--- src/rtl/mem_arb_pkg.sv ---
// Shared types for the two-port memory arbiter: FSM states, tag owners
// and a width helper for occupancy counters.
package mem_arb_pkg;

   typedef enum logic [1:0] {IDLE, HOLD_I, HOLD_D} arb_state_t;
   typedef enum logic {OWN_I, OWN_D} owner_t;

   // Bits needed to hold a count in the range 0..depth inclusive.
   function automatic int cnt_width(input int depth);
      return (depth < 1) ? 1 : $clog2(depth + 1);
   endfunction

endpackage

--- src/rtl/arb_tag_fifo.sv ---
// Small in-order FIFO of read owners; one entry per outstanding read so
// each memory response can be steered back to the port that issued it.
module arb_tag_fifo
   import mem_arb_pkg::*;
#(
   parameter  int DEPTH = 2,
   localparam int CW    = cnt_width(DEPTH)
) (
   input  logic          clock,
   input  logic          clear_n,
   input  logic          push,
   input  owner_t        din,
   input  logic          pop,
   output logic [CW-1:0] count,
   output logic          full,
   output logic          empty,
   output owner_t        head
);

   localparam int PW = (DEPTH > 1) ? $clog2(DEPTH) : 1;

   owner_t        slots [DEPTH];
   logic [PW-1:0] wr_ptr;
   logic [PW-1:0] rd_ptr;
   logic          do_push;
   logic          do_pop;

   function automatic logic [PW-1:0] bump(input logic [PW-1:0] p);
      return (p == PW'(DEPTH - 1)) ? '0 : p + PW'(1);
   endfunction

   assign empty   = (count == '0);
   assign full    = (count == CW'(DEPTH));
   assign do_pop  = pop && !empty;
   assign do_push = push && !full;
   assign head    = slots[rd_ptr];

   always_ff @(posedge clock or negedge clear_n) begin
      if (!clear_n) begin
         wr_ptr <= '0;
         rd_ptr <= '0;
         count  <= '0;
      end else begin
         if (do_push) wr_ptr <= bump(wr_ptr);
         if (do_pop)  rd_ptr <= bump(rd_ptr);
         case ({do_push, do_pop})
            2'b10:   count <= count + CW'(1);
            2'b01:   count <= count - CW'(1);
            default: count <= count;
         endcase
      end
   end

   // Payload storage needs no reset; validity is tracked by the count.
   always_ff @(posedge clock) begin
      if (do_push) slots[wr_ptr] <= din;
   end

endmodule

--- src/rtl/mem_arbiter.sv ---
// Round-robin arbiter sharing one request/grant memory port between the
// instruction-fetch and data ports, with in-order read response routing.
module mem_arbiter
   import mem_arb_pkg::*;
#(
   parameter int ADDR_W = 32,
   parameter int DATA_W = 32,
   parameter int MAX_RD = 2
) (
   input  logic              clock,
   input  logic              reset_n,
   input  logic              i_req,
   input  logic [ADDR_W-1:0] i_addr,
   output logic              i_gnt,
   output logic              i_rvalid,
   output logic [DATA_W-1:0] i_rdata,
   input  logic              d_req,
   input  logic              d_we,
   input  logic [ADDR_W-1:0] d_addr,
   input  logic [DATA_W-1:0] d_wdata,
   output logic              d_gnt,
   output logic              d_rvalid,
   output logic [DATA_W-1:0] d_rdata,
   output logic              mem_req,
   output logic              mem_we,
   output logic [ADDR_W-1:0] mem_addr,
   output logic [DATA_W-1:0] mem_wdata,
   input  logic              mem_gnt,
   input  logic              mem_rvalid,
   input  logic [DATA_W-1:0] mem_rdata,
   output logic              err
);

   localparam int CW = cnt_width(MAX_RD);

   arb_state_t    state;
   arb_state_t    state_nxt;
   owner_t        rr_ptr;
   owner_t        sel;
   logic          sel_req;
   logic          sel_read;
   logic          blocked;
   logic          grant;
   logic          push;
   logic          err_q;
   logic [CW-1:0] tag_count;
   logic          tag_full;
   logic          tag_empty;
   owner_t        tag_head;

   // A stalled request keeps ownership of the memory port until granted.
   always_comb begin
      sel = rr_ptr;
      unique case (state)
         HOLD_I:  sel = OWN_I;
         HOLD_D:  sel = OWN_D;
         default: if (i_req != d_req) sel = i_req ? OWN_I : OWN_D;
      endcase
   end

   assign sel_req  = (sel == OWN_I) ? i_req : d_req;
   assign sel_read = (sel == OWN_I) || !d_we;
   assign blocked  = (tag_count == CW'(MAX_RD)) && sel_read;
   assign grant    = sel_req && !blocked && mem_gnt;
   assign push     = grant && sel_read && !tag_full;

   always_comb begin
      state_nxt = state;
      mem_req   = 1'b0;
      mem_we    = 1'b0;
      mem_addr  = '0;
      mem_wdata = '0;
      i_gnt     = 1'b0;
      d_gnt     = 1'b0;
      if (reset_n) begin
         mem_req   = sel_req && !blocked;
         mem_we    = sel_req && !blocked && (sel == OWN_D) && d_we;
         mem_addr  = (sel == OWN_I) ? i_addr : d_addr;
         mem_wdata = d_wdata;
         i_gnt     = grant && (sel == OWN_I);
         d_gnt     = grant && (sel == OWN_D);
      end
      unique case (state)
         IDLE: begin
            if (sel_req && !blocked && !mem_gnt)
               state_nxt = (sel == OWN_I) ? HOLD_I : HOLD_D;
         end
         default: begin
            if (mem_gnt) state_nxt = IDLE;
         end
      endcase
   end

   always_ff @(posedge clock or negedge reset_n) begin
      if (!reset_n) begin
         state  <= IDLE;
         rr_ptr <= OWN_D;
         err_q  <= 1'b0;
      end else begin
         state <= state_nxt;
         if (grant) rr_ptr <= (sel == OWN_I) ? OWN_D : OWN_I;
         if (mem_rvalid && tag_empty) err_q <= 1'b1;
      end
   end

   arb_tag_fifo #(.DEPTH(MAX_RD)) u_tags (
      .clock   (clock),
      .clear_n (reset_n),
      .push    (push),
      .din     (sel),
      .pop     (mem_rvalid),
      .count   (tag_count),
      .full    (tag_full),
      .empty   (tag_empty),
      .head    (tag_head)
   );

   // A response with no matching tag is dropped rather than misrouted.
   assign i_rvalid = reset_n && mem_rvalid && !tag_empty && (tag_head == OWN_I);
   assign d_rvalid = reset_n && mem_rvalid && !tag_empty && (tag_head == OWN_D);
   assign i_rdata  = reset_n ? mem_rdata : '0;
   assign d_rdata  = reset_n ? mem_rdata : '0;
   assign err      = reset_n && err_q;

endmodule

--- config.mk ---
export PLATFORM = sky130hd
export DESIGN_NAME = mem_arbiter
export DESIGN_NICKNAME = d
export VERILOG_FILES = /design/src/rtl/mem_arb_pkg.sv /design/src/rtl/arb_tag_fifo.sv /design/src/rtl/mem_arbiter.sv
export SDC_FILE = /design/constraint.sdc
export NUM_CORES = 1
export LEC_CHECK = 0
export BUFFER_PORTS_ARGS = -buffer_cell sky130_fd_sc_hd__buf_4
export CORE_AREA = 3 3 105 107
export CTS_BUF_LIST = sky130_fd_sc_hd__clkbuf_2 sky130_fd_sc_hd__clkbuf_4 sky130_fd_sc_hd__clkbuf_8
export DETAILED_ROUTE_END_ITERATION = 12
export DIE_AREA = 0 0 108 110
export PLACE_DENSITY = 0.61
export SETUP_SLACK_MARGIN = 0.5
export SLEW_MARGIN = 10
export SYNTH_ARGS = -nofsm -noshare
export SYNTH_HDL_FRONTEND = slang
export SYNTH_SLANG_ARGS = --single-unit
export TNS_END_PERCENT = 10
--- constraint.sdc ---
create_clock -name clock -period 3.4 [get_ports clock]
set_clock_uncertainty 0.2 [all_clocks]
set_input_delay 0.68 -clock clock [delete_from_list [all_inputs] [get_ports clock]]
set_output_delay 0.68 -clock clock [all_outputs]
set_load 0.005 [all_outputs]
Word level (Yosys, flattened, before mapping) --
Memory sizes are Yosys's and may differ from the RTL's. Index checks and enable logic that the tools add are counted.
Word-level totals: memory bits (writable) 2, memories 1, bits in read-only memories 0, latch bits 0, bits of input ports 135, register bits after elaboration 8
Cells by class: equal/unequal tests 7, shift-type cells 0, divide/modulo/power cells 0, bitwise operators 2, add/subtract/negate cells 4, $lt $le $gt $ge 0, multipliers 0, multiplexer cells 22, reductions and logical operators 29
Memories:
- u_tags.slots | depth 2, width 1, rd ports 1, clocked after memory_dff 0, write ports 1, RTL line arb_tag_fifo.sv:22 | owner_t slots [DEPTH];
Operator list (count):
- $mux 32 | 4
- $logic_and 1x1->1 | 18
- $mux 1 | 12
- $mux 2 | 4
- $eq 2x2->1 const B | 3
- $logic_not 1->1 | 5
- $eq 2x1->1 const B | 2
- $logic_not 2->1 | 2
- $pmux 2 s2 | 1
- $reduce_bool 2->1 | 2
- $add 1x1->1 const B | 2
- $add 2x1->2 const B | 1
- $ne 2x2->1 const B | 1
- $not 1->1 | 2
- $pmux 1 s2 | 1
- $reduce_and 2->1 | 1
- $sub 2x1->2 const B | 1
- $logic_or 1x1->1 | 1
- $ne 1x1->1 | 1

Depth between registers and ports, before layout --
word-level depth 14, mapped depth 10, mapped depth without buffers 10

Modules after synthesis --
From an unflattened synthesis, not the netlist that was laid out.
Unflattened totals: cell total of the unflattened synthesis 272, area, all modules 1861.8 µm²
By module, submodules not included:
- mem_arbiter | area each 1594.0 µm², instances 1, cells each 251, sequential area each 101.3 µm²
- arb_tag_fifo | area each 267.8 µm², instances 1, cells each 21, sequential area each 160.2 µm²

Worst setup path before layout --
Ideal clock, no wire load.
path kind in2out, start point in d_req, end point out mem_addr[2], path slack 714 ps, stages on the path 6, arrival 1806 ps, cells stage by stage nand2b_1 a211o_4 nand2_8 clkbuf_1 nand2_1 a21boi_0
On the way: cells in the longest elaborated chain, start to end 5
RTL lines:
- start: declaration | RTL line mem_arbiter.sv:17 | input logic d_req,
- $ne 1x1->1 | RTL line mem_arbiter.sv:57 | default: if (i_req != d_req) sel = i_req ? OWN_I : OWN_D;
- $mux 1 | RTL line mem_arbiter.sv:57
- $pmux 1 s2 | RTL line mem_arbiter.sv:54 | unique case (state)
- $mux 32 | RTL line mem_arbiter.sv:78 | mem_addr = (sel == OWN_I) ? i_addr : d_addr;
- $mux 32 | RTL line mem_arbiter.sv:75 | if (reset_n) begin
- end: declaration | RTL line mem_arbiter.sv:26 | output logic [ADDR_W-1:0] mem_addr,
Every way passes these cells.

Worst setup path in the final report --
start point in d_req, end point out d_gnt
On the way: cells in the longest elaborated chain, start to end 11, elaborated cells between the ends (all ways) 12
RTL lines:
- $ne 1x1->1 | RTL line mem_arbiter.sv:57
- $mux 1 | RTL line mem_arbiter.sv:57
- $pmux 1 s2 | RTL line mem_arbiter.sv:54
- $not 1->1
- $logic_or 1x1->1 | RTL line mem_arbiter.sv:62 | assign sel_read = (sel == OWN_I) || !d_we;
- $logic_and 1x1->1 | RTL line mem_arbiter.sv:63 | assign blocked = (tag_count == CW'(MAX_RD)) && sel_read;
- $logic_not 1->1 | RTL line mem_arbiter.sv:64 | assign grant = sel_req && !blocked && mem_gnt;
- $logic_and 1x1->1 (2 in a row) | RTL line mem_arbiter.sv:64
- $logic_and 1x1->1 * | RTL line mem_arbiter.sv:81 | d_gnt = grant && (sel == OWN_D);
- $mux 1 * | RTL line mem_arbiter.sv:75
- end: declaration | RTL line mem_arbiter.sv:21 | output logic d_gnt,
Every way passes the cells marked *; elsewhere a longest branch is shown, timed or not.

==> metrics.txt <==
distinct cell type count after synthesis 30; Fmax achieved 347 MHz; mux cell area share after synthesis 0.0281; mapped cell area 0.00183 mm2; post-route ant nets 0; register area share after synthesis 0.143; relative slew slack 0.783; I/O Buffers 269; clk_lat worst skew 0.23 ns; Via density 4.09; fillers 1049; overall routing resource usage 0.125; final cell count without fillers 636; Final TNS setup 0 ns; die footprint 0.0119 mm2; worst r2r src state[0]$_DFFE_PN0P_; final setup violation count 0; dpl cells 627; worst-margin pin slew 0.324 ns; CP max FO 5; Synth Area per Inst 6.80 um2; Yosys reg bits 10; pin count of the biggest net entering global routing 85; first-pass GRT wire length 11900 um; P&R area growth vs syn 113%; Total Wirelength 8870 um; fraction of the mapped netlist area in adder cells 0.0205; yosys warns 0; gpl congestion 0.828; I/O Pins 270; worst hold slack 0.135 ns; crit path time final 2.88 ns; Register Area 262 um2; dpl hpwl 7230 um; drt drc 0; synth top area cells and2_1 (22%), nand2_1 (14%), a21boi_0 (13%); layout cell share with drive strength beyond 1 0.578; Cell Rows 37; ys flop type dfrtp_1; required time worst endpoint 2.52 ns; CP peak stage delay 0.39 ns; syn nets 407; power per cell area 486 mW/mm2; Core Util, Final 0.380; CTS tree yes; Core ar. 0.0102 mm2; Max VDD drop 0.000252 V; kind of critical path primary input to output port; Synth Area in Compound Gates 0.168; # hold bufs at CTS 0; cell mode on critical path buf_4; startpoint types primary input; Synth Area in Simple Gates 0.431; Final Slew Violations 0; clk root buf clkbuf_8; clk sink count 10; outcome finished clean; most common cell in the synthesized netlist nand2_1; CTS buffer count 3; Worst Setup SP d_req; Crit. End Element output port; gr ovfl total 0; unrepaired setup endpoints after global routing yes; initial core utilization 0.179; multi-input logic area 0.00129 mm2; Die Height 110 um; clock buffer depth 2; Clock transition at path regs 0.05 ns; # diodes 0; max cap viols 0; starting DRC count in detailed routing 103; Synth area leader and2_1; H-tree Lvls 1; FFs w/ async S/R, synth 0.800; Horiz. Die Dim 108 um; Pleak 0.00210 uW; vias in the first global route 2417; cell-by-cell trace of the critical path buf_4, nand2b_1, a211o_4, a311oi_4, nor2_2, and3_1, buf_4; xor/xnor share of the synthesized area 0.0281; via count 2602; Synth Instances 269; HP Class primary input to asynchronous set/reset pin; combinational family with the most area after synthesis simple AND/OR/NAND/NOR gates; TritonRoute pass-1 iters 4; Post-synth EDFFs 2; initial antenna violation count 0; Wirelength per Cell 13.9 um; final period utilization 0.846; count of final hold-check violations 0; nets 639; Post-synth top cells nand2_1 (69), and2_1 (65), a21boi_0 (32), buf_4 (32), clkbuf_1 (15); Critical-path top delay cell a211o_4; Worst Path Arrival 2.00 ns; Yosys top cell area share 0.222
metrics by stage:
stage	power (uW)	instance area, um2	worst slack (ns)
floorplan	973	1830	0.714
global placement	1540	3740	0.394
detailed placement	1560	3740	0.353
CTS	1850	3850	0.466
global route	2080	3890	0.458
finish	1890	3890	0.522
final cells by class:
type,count,share of cell area
repair buffers,274,0.537
flip-flops and latches,10,0.0673
multi-input cells,206,0.332
well taps,136,0.0438
inverters,6,0.00901
clock inverters,1,0.000966
clock buffers,3,0.0106
cells in the final DEF (no fill, tap or decap), types with 2 or more instances in the layout:
cell type,synthesis,final
nand2_1,69,69
xnor2_1,3,3
nand2b_1,3,2
nor2b_1,2,2
edfxtp_1,2,2
inv_1,5,5
buf_4,32,271
and2_1,65,65
buf_12,0,2
dfrtp_1,7,7
clkbuf_8,0,3
ha_1,3,2
and3_1,3,3
a21boi_0,32,14
nand2_8,1,2
a21boi_1,0,17
nor2_1,8,8
mux2i_1,4,4
cells by family after synthesis:
logic type                 Yosys count
buffers and inverters               55
and+or+nand+nor                    154
AOI/OAI and AO/OA                   37
DFF                                 10
muxes                                5
adders and majority gates            3
xor gates and xnor gates             5
critical path: cells and delay by family:
family                 cells  cell delay [ns]
and+or+nand+nor            3             0.43
buffers and inverters      2             0.25
AOI/OAI and AO/OA          2             0.63
per-layer routing:
layer | vias up | routed length (um) | GRT usage
li1 | 1282 | - | -
met1 | 1163 | 3180 | 0.149
met2 | 151 | 4730 | 0.230
met3 | 6 | 842 | 0.0250
met4 | 0 | 108 | 0.0289
met5 | - | 0 | 0
sequential cells by signal, summed over array words and instances (netlist names):
register / flops
u_tags.count: 2
u_tags.slots: 2
err_q: 1
u_tags.rd_ptr: 1
state: 2
u_tags.wr_ptr: 1
rr_ptr: 1
path summary, 6_finish.rpt:
check	endpoint	slack [ns]	cells past startpoint
max in group asynchronous	u_tags.rd_ptr$_DFFE_PN0P_	2.37	2
worst max-delay path	d_gnt	0.52	7
worst min-delay path	u_tags.count[0]$_DFFE_PN0P_	0.13	1
min in group clock	err_q$_DFFE_PN0P_	0.25	1
worst max register to register	u_tags.count[1]$_DFFE_PN0P_	0.85	9
worst min register to register	err_q$_DFFE_PN0P_	0.25	1
where the power goes:
part / internal (uW) / switching (uW) / total [uW]
combinational: 765 / 774 / 1540
clock: 78.8 / 43.4 / 122
sequential: 184 / 43.3 / 227
repair_timing:
item / 4_1_cts / 5_1_grt
buffers inserted: 3 / 0
endpoints found under the setup margin: 34 / 33
resized for setup: 9 / 23
cloned: 2 / 0
pin swaps: 3 / 3
Power figures use the tool's default switching activity.
